[config.mk]
export PLATFORM = sky130hd
export DESIGN_NAME = ac97_frame_tx
export DESIGN_NICKNAME = d
export VERILOG_FILES = /design/src/rtl/ac97_pkg.sv /design/src/rtl/ac97_frame_builder.sv /design/src/rtl/ac97_frame_tx.sv
export SDC_FILE = /design/constraint.sdc
export NUM_CORES = 1
export LEC_CHECK = 0
export CORE_MARGIN = 3
export CORE_UTILIZATION = 49
export DETAILED_ROUTE_END_ITERATION = 8
export PLACE_DENSITY = 0.74
export SLEW_MARGIN = 10
export SYNTH_ARGS = -nofsm -noshare
export SYNTH_HDL_FRONTEND = slang
export SYNTH_SLANG_ARGS = --single-unit
[constraint.sdc]
create_clock -name I_CLK -period 2.3 [get_ports I_CLK]
set_input_delay 0.345 -clock I_CLK [delete_from_list [all_inputs] [get_ports I_CLK]]
set_output_delay 0.345 -clock I_CLK [all_outputs]
set_load 0.05 [all_outputs]
[src/rtl/ac97_pkg.sv]
// ---------------------------------------------------------------------------
// ac97_pkg
// Shared constants and types for the AC'97 serial-out transmitter:
//   frame geometry, tag bit indices, slot MSB positions in the 256-bit frame
//   vector, and the packed types of the PCM and codec-command holding registers.
// Frame vector bit FRAME_BITS-1 is the first bit on the wire.
// ---------------------------------------------------------------------------
package ac97_pkg;

    localparam int FRAME_BITS = 256;
    localparam int TAG_BITS   = 16;
    localparam int SLOT_BITS  = 20;

    localparam int TAG_FRAME_VALID = 15;
    localparam int TAG_CMD_ADDR    = 14;
    localparam int TAG_CMD_DATA    = 13;
    localparam int TAG_PCM_L       = 12;
    localparam int TAG_PCM_R       = 11;

    // Tag bit k sits at frame bit TAG_LSB + k.
    localparam int TAG_LSB = FRAME_BITS - TAG_BITS;

    // MSB index (in the frame vector) of slot n, n = 1..12.
    function automatic int slot_msb(input int slot);
        return FRAME_BITS - 1 - TAG_BITS - (slot - 1) * SLOT_BITS;
    endfunction

    localparam int SLOT1_MSB = slot_msb(1);
    localparam int SLOT2_MSB = slot_msb(2);
    localparam int SLOT3_MSB = slot_msb(3);
    localparam int SLOT4_MSB = slot_msb(4);

    typedef struct packed {
        logic [SLOT_BITS-1:0] left;
        logic [SLOT_BITS-1:0] right;
    } pcm_pair_t;

    typedef struct packed {
        logic        write;
        logic [6:0]  addr;
        logic [15:0] data;
    } codec_cmd_t;

endpackage

[src/rtl/ac97_frame_builder.sv]
// ---------------------------------------------------------------------------
// ac97_frame_builder
// Purely combinational AC-link frame assembly. Keeps the slot layout apart
// from the shift/handshake sequencing in ac97_frame_tx.
// Ports:
//   pcm_pending_i  PCM holding register holds a pair for this frame
//   pcm_i          left/right sample pair
//   cmd_pending_i  command holding register holds a command for this frame
//   cmd_i          codec command (write flag, register index, write data)
//   frame_o        256-bit frame, bit 255 transmitted first
// Slots whose tag bit is clear are left all-zero.
// ---------------------------------------------------------------------------
import ac97_pkg::*;

module ac97_frame_builder (
    input  logic                  pcm_pending_i,
    input  pcm_pair_t             pcm_i,
    input  logic                  cmd_pending_i,
    input  codec_cmd_t            cmd_i,
    output logic [FRAME_BITS-1:0] frame_o
);

    always_comb begin
        frame_o = '0;
        frame_o[TAG_LSB + TAG_FRAME_VALID] = 1'b1;

        if (cmd_pending_i) begin
            frame_o[TAG_LSB + TAG_CMD_ADDR] = 1'b1;
            frame_o[TAG_LSB + TAG_CMD_DATA] = 1'b1;
            // Slot 1 bit 19 flags a read.
            frame_o[SLOT1_MSB -: SLOT_BITS] = {~cmd_i.write, cmd_i.addr, 12'h000};
            frame_o[SLOT2_MSB -: SLOT_BITS] = cmd_i.write ? {cmd_i.data, 4'h0} : '0;
        end

        if (pcm_pending_i) begin
            frame_o[TAG_LSB + TAG_PCM_L] = 1'b1;
            frame_o[TAG_LSB + TAG_PCM_R] = 1'b1;
            frame_o[SLOT3_MSB -: SLOT_BITS] = pcm_i.left;
            frame_o[SLOT4_MSB -: SLOT_BITS] = pcm_i.right;
        end
    end

endmodule

[src/rtl/ac97_frame_tx.sv]
// ---------------------------------------------------------------------------
// ac97_frame_tx
// AC'97 serial-out transmitter. Holds one PCM pair and one codec command,
// assembles a 256-bit frame on the load cycle (position 255) and shifts it
// out MSB-first on O_SDATA_OUT with O_SYNC high for the 16 tag bits.
// Ports:
//   I_CLK, I_RESET_L               BIT_CLK, async active-low reset
//   I_PCM_LEFT/RIGHT/VALID         PCM pair offer; O_PCM_READY = holding empty
//   I_CMD_VALID/WRITE/ADDR/DATA    codec command offer; O_CMD_READY = holding empty
//   O_SYNC, O_SDATA_OUT            AC-link outputs
//   O_STROBE                       one pulse per frame (position 0)
//   O_UNDERRUN                     pulses with O_STROBE when the frame had no PCM
// Build option: define AC97_CMD_SLOTS_EN to include the command path; without
// it O_CMD_READY is 0, the I_CMD_* inputs are ignored and slots 1/2 stay zero.
// ---------------------------------------------------------------------------
import ac97_pkg::*;

module ac97_frame_tx (
    input  logic        I_CLK,
    input  logic        I_RESET_L,
    input  logic [19:0] I_PCM_LEFT,
    input  logic [19:0] I_PCM_RIGHT,
    input  logic        I_PCM_VALID,
    output logic        O_PCM_READY,
    input  logic        I_CMD_VALID,
    input  logic        I_CMD_WRITE,
    input  logic [6:0]  I_CMD_ADDR,
    input  logic [15:0] I_CMD_DATA,
    output logic        O_CMD_READY,
    output logic        O_SYNC,
    output logic        O_SDATA_OUT,
    output logic        O_STROBE,
    output logic        O_UNDERRUN
);

    logic [7:0]            pos_q, pos_d;
    logic [FRAME_BITS-1:0] shift_q, shift_d;
    logic [FRAME_BITS-1:0] frame;
    logic                  load;
    logic                  sync_q, sync_d;
    logic                  strobe_q;
    logic                  underrun_q;

    logic                  pcm_full_q, pcm_full_d;
    pcm_pair_t             pcm_q, pcm_d;
    logic                  pcm_accept;

    logic                  cmd_pending;
    codec_cmd_t            cmd_hold;

    assign load  = (pos_q == 8'hFF);
    assign pos_d = pos_q + 8'd1;

    // SYNC covers positions 0..15 of the frame being shifted.
    assign sync_d  = (pos_d[7:4] == 4'h0);
    assign shift_d = load ? frame : {shift_q[FRAME_BITS-2:0], 1'b0};

    // A pair arriving into an empty holding register on the load cycle is
    // kept for the next frame; the full flag only drops when nothing arrives.
    assign pcm_accept = I_PCM_VALID & ~pcm_full_q;
    assign pcm_full_d = pcm_accept | (pcm_full_q & ~load);
    assign pcm_d      = pcm_accept ? '{left: I_PCM_LEFT, right: I_PCM_RIGHT} : pcm_q;

    always_ff @(posedge I_CLK or negedge I_RESET_L) begin
        if (!I_RESET_L) begin
            pos_q      <= 8'hFF;
            shift_q    <= '0;
            sync_q     <= 1'b0;
            strobe_q   <= 1'b0;
            underrun_q <= 1'b0;
            pcm_full_q <= 1'b0;
            pcm_q      <= '0;
        end else begin
            pos_q      <= pos_d;
            shift_q    <= shift_d;
            sync_q     <= sync_d;
            strobe_q   <= load;
            underrun_q <= load & ~pcm_full_q;
            pcm_full_q <= pcm_full_d;
            pcm_q      <= pcm_d;
        end
    end

`ifdef AC97_CMD_SLOTS_EN
    logic       cmd_full_q, cmd_full_d;
    codec_cmd_t cmd_q, cmd_d;
    logic       cmd_accept;

    assign cmd_accept = I_CMD_VALID & ~cmd_full_q;
    assign cmd_full_d = cmd_accept | (cmd_full_q & ~load);
    assign cmd_d      = cmd_accept ? '{write: I_CMD_WRITE, addr: I_CMD_ADDR, data: I_CMD_DATA}
                                   : cmd_q;

    always_ff @(posedge I_CLK or negedge I_RESET_L) begin
        if (!I_RESET_L) begin
            cmd_full_q <= 1'b0;
            cmd_q      <= '0;
        end else begin
            cmd_full_q <= cmd_full_d;
            cmd_q      <= cmd_d;
        end
    end

    assign cmd_pending = cmd_full_q;
    assign cmd_hold    = cmd_q;
    assign O_CMD_READY = ~cmd_full_q;
`else
    logic unused_cmd;

    assign unused_cmd  = ^{I_CMD_VALID, I_CMD_WRITE, I_CMD_ADDR, I_CMD_DATA};
    assign cmd_pending = 1'b0;
    assign cmd_hold    = '0;
    assign O_CMD_READY = 1'b0;
`endif

    ac97_frame_builder u_builder (
        .pcm_pending_i (pcm_full_q),
        .pcm_i         (pcm_q),
        .cmd_pending_i (cmd_pending),
        .cmd_i         (cmd_hold),
        .frame_o       (frame)
    );

    assign O_PCM_READY = ~pcm_full_q;
    assign O_SYNC      = sync_q;
    assign O_SDATA_OUT = shift_q[FRAME_BITS-1];
    assign O_STROBE    = strobe_q;
    assign O_UNDERRUN  = underrun_q;

endmodule

# --- Word-level counts from Yosys, hierarchy flattened ---
# Cells that the tools add are included.
classes:
  n_addsub: 1
  n_mul: 0
  n_div: 0
  n_lt_le_gt_ge: 0
  eq_ne: 1
  n_shift: 0
  muxes: 3
  bitwise_logic: 6
  n_reduce_logical: 1
ops:
  columns: ["operator", "count"]
  rows:
  - ["$mux 256", 1]
  - ["$mux 40", 1]
  - ["$add 8x1->8 const B", 1]
  - ["$eq 8x8->1 const B", 1]
  - ["$logic_not 4->1", 1]
  - ["$and 1x1->1", 3]
  - ["$mux 2", 1]
  - ["$not 1->1", 2]
  - ["$or 1x1->1", 1]
word_totals:
  ff_bits: 308
  latch_bits: 0
  ram_bits: 0
  mem_bits_ro: 0
  in_bits: 68
  out_inout_bits: 6
  wordCells: 20
  n_memories: 0

# --- Longest topological paths before layout ---
# Gate-level depths: netlist (run 1).
depth:
  ltp_word: 4
  depth_mapped: 8
  ltp_nobuf: 5

# --- Cells and area by module ---
# Synthesis (run 1) repeated with hierarchy kept, for this count alone.
unflattened:
  cells_unflattened: 928
  area_unflattened_um2: 13628.1
by_module_without_submodules:
  columns: ["mod", "instances", "cells_each", "area_per_inst_um2", "seq_area_each_um2"]
  rows:
  - ["ac97_frame_tx", 1, 663, 11723.7, 7717.4]
  - ["ac97_frame_builder", 1, 265, 1904.3, 0.0]

# --- Worst setup path after synthesis (run 1) ---
# No wires, ideal clock.
synth_timing:
  kind: "register to register"
  startpoint: "reg pos_q[0]"
  endpoint: "reg shift_q[251]"
  setup_ns: 0.125
  arrival_time_ns: 1.629
  required_ns: 2.175
  path_slack_ns: 0.546
  path_stages_with_launch: 8
  path_buffers: 2
  synth_period_minus_slack_ns: 1.754
  path_cell_list: "dfstp_2 ha_1 nand2_1 nor2_1 and3_1 buf_6 buf_6 mux2_2"
synth_via:
  elab_chain_cells: 2
synth_lines:
  columns: ["element", "line", "rtl"]
  rows:
  - ["start: declaration", "ac97_frame_tx.sv:36", "logic [7:0] pos_q, pos_d;"]
  - ["start signal: assignment", "ac97_frame_tx.sv:74", "pos_q <= pos_d;"]
  - ["$eq 8x8->1", "ac97_frame_tx.sv:51", "assign load = (pos_q == 8'hFF);"]
  - ["$mux 256", "ac97_frame_tx.sv:56", "assign shift_d = load ? frame : {shift_q[FRAME_BITS-2:0], 1'b0};"]
  - ["via shift_d[251]", "ac97_frame_tx.sv:37", "logic [FRAME_BITS-1:0] shift_q, shift_d;"]
  - ["end signal: assignment", "ac97_frame_tx.sv:75", "shift_q <= shift_d;"]
  - ["end: declaration", "ac97_frame_tx.sv:37", null]
# The timed path passes the listed nets, and every way through them passes these cells.
# A chain may end at the register's enable or synchronous reset.

# --- Worst setup path after layout (run 1) ---
layout_timing:
  startpoint: "reg sync_q, in the netlist O_SYNC"
  endpoint: "out O_SYNC"
layout_rtl:
  columns: ["element", "line", "rtl"]
  rows:
  - ["start: declaration", "ac97_frame_tx.sv:40", "logic sync_q, sync_d;"]
  - ["start signal: assignment", "ac97_frame_tx.sv:76", "sync_q <= sync_d;"]
  - ["end: declaration", "ac97_frame_tx.sv:30", "output logic O_SYNC,"]
# No word-level cell between the ends.

==> run summary, run 1 <==
Final wirelength: 8.62 mm
Final ANT Viol Nets: 0
Worst vdd ir: 533 uV
IO buf count: 47
Critical path's top delay family: buffers and inverters
Post-cts resize count: 0
Register area: 3710 um^2
Die area: 12500 um^2
Die Y: 112 um
N_diodes: 0
CTS Buf Count: 17
Top-area cell type share of the netlist area: 63.7%
Core area: 10900 um^2
Placed cells: 583
Total number of yosys warnings: 0
CTS tree: built
Leading cell types in the layout, fill and taps excluded: dfrtp_1 (140), nor2b_1 (53), clkdlybuf4s50_1 (45)
Max-capacitance violation count: 0
Setup Buffers After CTS: 0
Fin area: 6740 um^2
Worst-path cell with the longest stage delay: clkdlybuf4s50_1
Slew Viols, Final: 0
Detail Placement HPWL: 5.14 mm
Global-route usage over all layers: 15.3%
Vias per inst: 4.76
Initial Utilization: 50.5%
CP peak stage delay: 0.79 ns
Hold Slack: 0.356 ns
CTS H-tree depth: 4
Largest area contributor in the netlist: dfrtp_1
TNS Setup: 0 ns
Most common cell after layout, fill and taps aside: dfrtp_1
Syn Area/Cell: 13.5 um^2
PwrDens: 862 nW/um^2
Top cells by area, synth: dfrtp_1 (64%), mux2_2 (8.6%), mux2i_1 (7.1%)
Clock tree buffer depth: 2
Post-Syn Area: 5500 um^2
Global-route wire length before repair: 15.1 mm
Rows: 38
Area of the multi-input gates: 1500 um^2
Iteration-0 DRC Markers: 134
Pre-CTS setup slack: 0.353 ns
Io pins: 74
Crit end category: output port
DRT met1 WL: 4.00 mm
CP Cell Sequence: clkdlybuf4s50_1
Syn_nets: 477
Met2 WL: 4.17 mm
Cells after Synth: 408
Min cycle time layout: 1.98 ns
Layout Cells excl Fill: 616
WL/cell: 14.0 um
Worst slew pin tran: 0.546 ns
Final-report hold violation count: 0
Filler cell count: 821
GP Congestion: 0.717
Pre-antenna DRT Iters: 5
Share of cells above drive strength 1: 19.7%
Worst EP arrival: 1.64 ns
Horiz. Die Dim: 112 um
LEAKAGE: 0.00322 uW
Area after DPL: 6110 um^2
Area Growth Syn to Fin: 22.5%
CP bufs+invs: 1
Seq/Total Area, Yosys: 67.5%
CP Launch Type: flop
Final nets: 532
Slew headroom: 63.6%
Fin crit share: 86.1%
Skew final: 0.00519 ns
CP Data Required Time: 1.96 ns
Status: completed
Largest net degree at the start of global routing: 62
Post-synthesis cell type count: 24
Initial antenna violation count: 0
Final setup margin: 0.320 ns
Gr ovfl total: 0
Final setup fails: 0
Clk sinks: 148
Vias in the first global route: 3137
WS Path Type: reg -> out
Max Freq: 505 MHz
Critical path fanouts, max: 1
Clk Latency, worst-skew pair: 0.52 ns
Unrepaired setup endpoints after global routing: false
Clk slew on worst S/H paths: 0.06 ns
Met3 routed WL: 301 um
Min-delay worst type: in -> async
Synth Register Bits: 148
DR top layer: met4
CTS Root Cell: clkbuf_8
DR vias: 2932
DRC Markers: 0
registers in the layout, indices dropped and copies added (netlist names):
name,flops
pos_q,8
O_STROBE,1
O_SYNC,1
pcm_q,40
pcm_full_q,1
O_UNDERRUN,1
shift_q,96
worst register-to-register path: cells and delay by family, from the launching register on:
family / cells / cell delay [ns]
muxes: 1 / 0.28
buffers and inverters: 1 / 0.30
adders and majority gates: 1 / 0.21
and+or+nand+nor: 3 / 0.55
DFF: 1 / 0.54
repair_timing:
| action | 4_1_cts | 5_1_grt |
|---|---|---|
| hold endpoints to repair | 53 | 0 |
| endpoints found under the setup margin | 0 | 0 |
| hold buffers | 1 | 0 |
cells by family (layout without fill, tap and decap cells):
kind of cell	Yosys count	count (layout)	synth area share (%)
other	1	1	0.0682
AO/OA/AOI/OAI	1	1	0.0909
buffers and inverters	63	131	5.35
adder cells (fa/ha/maj)	1	1	0.227
AND/OR/NAND/NOR	107	107	10.1
flip-flops	148	148	67.5
XOR/XNOR	6	6	0.956
multiplexers	81	81	15.7
Yosys cell counts (all sizes together):
cell,instances
buf,16
nor3,1
conb,1
dfrtp,140
mux2i,39
clkbuf,5
ha,1
inv,42
and3,2
and2,1
or2,1
nand2,41
dfstp,8
a21oi,1
nor2b,54
nand3,3
xnor2,3
mux2,42
nor4,1
xor2,3
nor2,3
metrics by stage:
step / utilization [%] / total power, uW
global placement: 56.1 / 3020
floorplan: - / 2870
global route: 61.9 / 6040
finish: 61.9 / 5810
detailed placement: 56.1 / 3030
CTS: 61.9 / 5890
area by class of cell:
class / count / area share, %
tap: 140 / 2.60
multi-input combinational: 197 / 22.3
clock buffer: 22 / 6.87
clock inverter: 10 / 2.27
sequential: 148 / 55.1
timing repair buffer: 57 / 8.49
inverter: 42 / 2.34
layer usage:
layer	global-route usage [%]	up-vias
met5	0	-
met4	6.73	0
met3	4.62	15
met2	23.4	43
met1	20.6	1489
li1	-	1385
worst paths after layout:
kind / cells after the start / end / from / slack, ns
max: 1 / O_SYNC / O_SYNC / 0.32
max in group asynchronous: 3 / pcm_q[8] / I_RESET_L / 1.20
min: 2 / pcm_q[33] / I_RESET_L / 0.36
min in group I_CLK: 2 / pcm_q[24] / I_PCM_LEFT[4] / 0.43
min reg2reg: 1 / shift_q[255] / shift_q[254] / 0.44
max reg2reg: 6 / shift_q[198] / pos_q[0] / 0.34
where the power goes:
part / leakage, uW / switching, uW / internal, uW
registers: 0.00197 / 42.9 / 2690
clock network: 0.000305 / 989 / 1840
logic: 0.000940 / 103 / 147
No activity file was read; power rests on OpenSTA's default activity.
==> run 2: changes to the inputs <==
Settings changed: ABC_AREA from default to 1, CORE_UTILIZATION 49 to 50, PLACE_DENSITY 0.74 to 0.75.
==> run summary, run 2 <==
Leading cell types in the layout, fill and taps excluded: dfrtp_1 (140), inv_1 (64), nand2_1 (63)
Post-Syn Area: 5740 um^2 (+4.4%)
CTS tree: built
Iteration-0 DRC Markers: 223 (+66%)
Async SR Flop Fraction: 100% (unchanged)
Skew final: 0.0118 ns (+0.00658 ns)
TNS Setup: 0 ns (unchanged)
Cells after Synth: 494 (+21%)
Status: completed
Worst vdd ir: 555 uV (+4.3%)
Total number of yosys warnings: 0 (unchanged)
Seq/Total Area, Yosys: 64.7% (-2.8 points)
Pre-antenna DRT Iters: 4 (-1)
Max reg flops: 96 (unchanged)
Final setup fails: 0 (unchanged)
Slew headroom: 63.6% (about the same)
IO buf count: 47 (unchanged)
Final wirelength: 9.28 mm (+7.6%)
Clk sinks: 148 (unchanged)
Min-delay worst type: reg -> reg
Crit end category: output port
GP Congestion: 0.699 (-2.6%)
Top Registers: shift_q: 96 flops, pcm_q: 40 flops, pos_q: 8 flops
Worst slew pin tran: 0.546 ns (+0.000359 ns)
Reg with most FFs: shift_q
Max-capacitance violation count: 0 (unchanged)
Area Growth Syn to Fin: 19.8%
Detail Placement HPWL: 5.33 mm (+3.7%)
CTS Buf Count: 17 (unchanged)
CP Data Required Time: 1.96 ns (about the same)
Critical path fanouts, max: 1 (unchanged)
Share of cells above drive strength 1: 30.0% (+10 points)
Global-route usage over all layers: 16.1% (+0.77 points)
CP Cell Sequence: clkdlybuf4s50_1
WS Path Type: reg -> out
Final nets: 613 (+15%)
DRC Markers: 0 (unchanged)
Most frequent cells after synthesis: dfrtp_1 (140), inv_1 (64), nand2_1 (63)
Io pins: 74 (unchanged)
N_diodes: 0 (unchanged)
Clk Latency, worst-skew pair: 0.41 ns (-0.11 ns)
Main synth FF type: dfrtp_1
Unrepaired setup endpoints after global routing: false
CP bufs+invs: 1 (unchanged)
Vias per inst: 4.70 (-1.2%)
Synth Register Bits: 148 (unchanged)
Syn Area/Cell: 11.6 um^2 (-14%)
WL/cell: 13.3 um (-4.9%)
Core area: 11000 um^2 (+1.3%)
Clk slew on worst S/H paths: 0.06 ns (about the same)
Worst EP arrival: 1.54 ns (-0.10 ns)
Most frequent cell after synthesis: dfrtp_1
Gr ovfl total: 0 (unchanged)
Initial Utilization: 52.0% (+1.5 points)
Vias in the first global route: 3466 (+10%)
Top cells by area, synth: dfrtp_1 (61%), mux2_2 (7.7%), o21ai_2 (6.0%)
Post-synthesis cell type count: 23 (-4.2%)
Horiz. Die Dim: 113 um (+1.1%)
Post-synth EDFFs: 0 (unchanged)
Top-area cell type share of the netlist area: 61.0% (-2.7 points)
Min cycle time layout: 1.88 ns (-0.0979 ns)
Setup Buffers After CTS: 0 (unchanged)
Final ANT Viol Nets: 0 (unchanged)
Rows: 38 (unchanged)
Tot Pwr: 5380 uW (-7.3%)
Final-report hold violation count: 0 (unchanged)
Largest area contributor in the netlist: dfrtp_1
Critical path's top delay family: buffers and inverters
Die area: 12800 um^2 (+2.2%)
Initial antenna violation count: 0 (unchanged)
LEAKAGE: 0.00330 uW (+2.5%)
Worst-path cell with the longest stage delay: clkdlybuf4s50_1
Fin crit share: 81.8% (-4.3 points)
Most common cell after layout, fill and taps aside: dfrtp_1
Max Freq: 531 MHz (+5.2%)
Global-route wire length before repair: 16.2 mm (+7.2%)
CP Launch Type: flop
Die Y: 113 um (+1.1%)
Syn_nets: 563 (+18%)
Filler cell count: 862 (+5.0%)
Clock tree buffer depth: 2 (unchanged)
CP peak stage delay: 0.80 ns (about the same)
PwrDens: 783 nW/um^2 (-9.1%)
CTS Root Cell: clkbuf_16
Slew Viols, Final: 0 (unchanged)
Largest net degree at the start of global routing: 83 (+34%)
CTS H-tree depth: 4 (unchanged)
DR vias: 3279 (+12%)
[run 2: cell count changes after synthesis, moves of 3 or more]
cell,delta
xnor2_1,-3
nand3_1,+3
nor2_1,+56
nor2b_1,-54
buf_6,+8
buf_2,-3
nand2_2,+39
o21ai_2,+39
mux2i_1,-39
inv_1,+22
mux2_2,-3
nand2_1,+22
[run 2: kinds of logic after synthesis]
kind of cell	Yosys count	synth area share (%)
AO/OA/AOI/OAI	41	6.17
XOR/XNOR	2	0.305
adder cells (fa/ha/maj)	1	0.218
buffers and inverters	91	7.72
flip-flops	148	64.7
multiplexers	39	7.65
other	1	0.0653
AND/OR/NAND/NOR	171	13.2
[run 2: metal layers]
metal	track usage, %	wire, um	vias to the layer above
met2	26.1	4860	41
met5	0	0	-
met4	5.77	100	0
met1	20.6	3990	1630
met3	4.97	328	7
li1	-	-	1601
[run 2: through the flow]
stage	setup slack [ns]	hold WS, ns	cell area, um^2	std cells	utilization, %
global placement	0.511	0.346	6290	664	57.0
global route	0.293	0.463	6870	697	62.3
detailed placement	0.453	0.357	6290	664	57.0
CTS	0.390	0.448	6870	697	62.3
floorplan	0.779	0.0494	5740	494	-
finish	0.418	0.444	6870	697	62.3
[run 2: final cells by class]
class                   instances  area [um^2]  area share, %
flip-flops and latches        148         3710           54.0
multi-input cells             255         1590           23.1
repair buffers                 56          577           8.39
clock buffers                  23          468           6.81
inverters                      66          248           3.60
well taps                     140          175           2.55
clock inverters                 9          105           1.53
[run 2: final timing paths]
check                                   from      endpoint  slack [ns]  depth (start not counted)
worst max-delay path                  O_SYNC        O_SYNC        0.42                          1
worst max register to register      pos_q[0]  shift_q[224]        0.46                          7
min in group asynchronous          I_RESET_L     pcm_q[12]        0.47                          2
max in group asynchronous          I_RESET_L      pos_q[7]        1.09                          3
worst min-delay path            shift_q[254]  shift_q[255]        0.44                          1
worst min register to register  shift_q[254]  shift_q[255]        0.44                          1
[run 2: power by group]
group | internal [uW] | switching, uW | total (uW)
logic | 69.2 | 63.2 | 132
clock network | 1650 | 1000 | 2650
registers | 2610 | 0 | 2610
[run 2: what timing repair did]
item,in CTS,in global routing
gates resized for setup,0,0
hold buffers,1,0
hold endpoints to repair,58,0
==> run 3: changes to the inputs <==
Clock period 2.3 ns to 1.9 ns, I/O delays scaled along.
==> run summary, run 3 (synthesized netlist as in run 2, its figures left out) <==
Area of the multi-input gates: 1600 um^2 (+0.47%)
P_int: 5230 uW (+21%)
Critical path's top delay family: buffers and inverters
Final-report hold violation count: 0 (unchanged)
Status: completed
Pre-antenna DRT Iters: 4 (unchanged)
CP Data Required Time: 1.62 ns (-0.34 ns)
WP depth: 1 (unchanged)
Clk slew on worst S/H paths: 0.06 ns (about the same)
Clk sinks: 148 (unchanged)
Core Util, Final: 63.1% (+0.75 points)
Min-delay worst type: in -> async
Die Y: 113 um (unchanged)
Final ANT Viol Nets: 0 (unchanged)
Switching share of power: 20.7% (+0.99 points)
Filler cell count: 839 (-2.7%)
Register area: 3710 um^2 (unchanged)
Unrepaired setup endpoints after global routing: false
Skew final: 0.00912 ns (-0.00265 ns)
Most common cell after layout, fill and taps aside: dfrtp_1
Psw: 1370 uW (+29%)
Critical path fanouts, max: 1 (unchanged)
Horiz. Die Dim: 113 um (unchanged)
Gr ovfl total: 0 (unchanged)
Worst slew pin tran: 0.502 ns (-0.0447 ns)
CTS H-tree depth: 4 (unchanged)
Setup Buffers After CTS: 0 (unchanged)
M2 GR Usage: 26.7% (+0.55 points)
IO buf count: 47 (unchanged)
Crit end category: output port
Detail Placement HPWL: 5.62 mm (+5.5%)
GP Congestion: 0.703 (+0.53%)
WL/cell: 12.9 um (-3.0%)
Max-capacitance violation count: 0 (unchanged)
Worst EP arrival: 1.54 ns (about the same)
CP Cell Sequence: clkdlybuf4s50_1
Slew headroom: 66.4% (+2.9 points)
CP bufs+invs: 1 (unchanged)
TNS Setup: 0 ns (unchanged)
Reg with most FFs: shift_q
Core area: 11000 um^2 (unchanged)
DRC Markers: 0 (unchanged)
Max Freq: 549 MHz
CP peak stage delay: 0.80 ns (about the same)
Comb pwr share: 2.5% (about the same)
Die area: 12800 um^2 (unchanged)
Met3 Usage GRT: 4.22% (-0.75 points)
Max reg flops: 96 (unchanged)
Rows: 38 (unchanged)
N_diodes: 0 (unchanged)
Initial antenna violation count: 0 (unchanged)
Final wirelength: 9.03 mm (-2.6%)
Io pins: 74 (unchanged)
Worst vdd ir: 824 uV (+48%)
Final nets: 616 (+0.49%)
Vias per inst: 4.72 (+0.27%)
LEAKAGE: 0.00333 uW (+1.1%)
Worst-path cell with the longest stage delay: clkdlybuf4s50_1
Layout Cells excl Fill: 700 (+0.43%)
CTS Buf Count: 17 (unchanged)
Largest net degree at the start of global routing: 55 (-34%)
Clock Power Share: 49.7% (+0.5 points)
Placed cells: 667 (+0.45%)
Iteration-0 DRC Markers: 174 (-22%)
Area Growth Syn to Fin: 21.2%
Sequential power share: 47.8% (-0.6 points)
Final setup fails: 0 (unchanged)
Clk Latency, worst-skew pair: 0.41 ns (about the same)
Gr busiest metal: met2
Global-route wire length before repair: 16.1 mm (-0.43%)
Share of cells above drive strength 1: 31.3% (+1.3 points)
CTS tree: built
Leading cell types in the layout, fill and taps excluded: dfrtp_1 (140), inv_1 (64), nand2_1 (63)
Fin crit share: 95.9%
Global-route usage over all layers: 15.8% (-0.33 points)
WS Path Type: reg -> out
Top Registers: shift_q: 96 flops, pcm_q: 40 flops, pos_q: 8 flops
GR met1 Demand/Resource: 19.3% (-1.2 points)
DR vias: 3302 (+0.70%)
Slew Viols, Final: 0 (unchanged)
Clock tree buffer depth: 2 (unchanged)
CTS Root Cell: clkbuf_16
CP Launch Type: flop
Initial Utilization: 52.0% (unchanged)
PwrDens: 948 nW/um^2 (+21%)
Min cycle time layout: 1.82 ns
Worst reg-to-reg path cell count: 7 (unchanged)
Vias in the first global route: 3560 (+2.7%)
-- run 3: cell count changes in the layout (fill, tap and decap cells not counted), sizes merged --
cell,previous run,this run
clkinvlp,4,3
inv,66,71
buf,10,13
clkbuf,23,19
-- run 3: power by group through the flow --
stage                     Combinational, uW  Sequential, uW  Clock, uW
final                                   163            3150       3280
after global routing                    183            3150       3500
after CTS                               170            3150       3370
after detailed placement                168            3210          0
after global placement                  164            3210          0
after floorplan                        6.80            3210          0
-- run 3: repair_timing --
item | in CTS | in global routing
gates resized for setup | 0 | 2
hold endpoints to repair | 50 | 0
setup endpoints to repair | 0 | 47
hold buffers | 1 | 0
-- run 3: layer usage --
| metal | vias up | part of all wire [%] |
|---|---|---|
| li1 | 1607 | - |
| met1 | 1628 | 44 |
| met2 | 49 | 51 |
| met3 | 18 | 3.1 |
| met4 | 0 | 2.0 |
| met5 | - | 0 |
-- run 3: through the flow --
stage	setup WS, ns	hold slack (ns)	total power (uW)	cell area (um^2)
final	0.0773	0.392	6590	6960
after global routing	0.0234	0.439	6830	6960
after CTS	0.0479	0.400	6690	6950
after detailed placement	0.146	0.272	3380	6350
after global placement	0.179	0.268	3370	6350
after floorplan	0.379	-0.0106	3220	5740
-- run 3: final timing paths --
path / from / to / slack [ns]
worst min-delay path: I_RESET_L / pcm_q[11] / 0.39
worst max register to register: pos_q[1] / shift_q[176] / 0.16
worst max-delay path: shift_q[255] / O_SDATA_OUT / 0.08
min in group I_CLK: shift_q[254] / shift_q[255] / 0.45
max in group asynchronous: I_RESET_L / pos_q[3] / 0.85
worst min register to register: shift_q[254] / shift_q[255] / 0.45
-- run 3: cell type report --
class,count,area share [%]
flip-flops and latches,148,53.4
multi-input cells,255,22.9
repair buffers,59,9.15
clock buffers,19,6.37
inverters,66,3.56
well taps,140,2.52
clock inverters,13,2.09
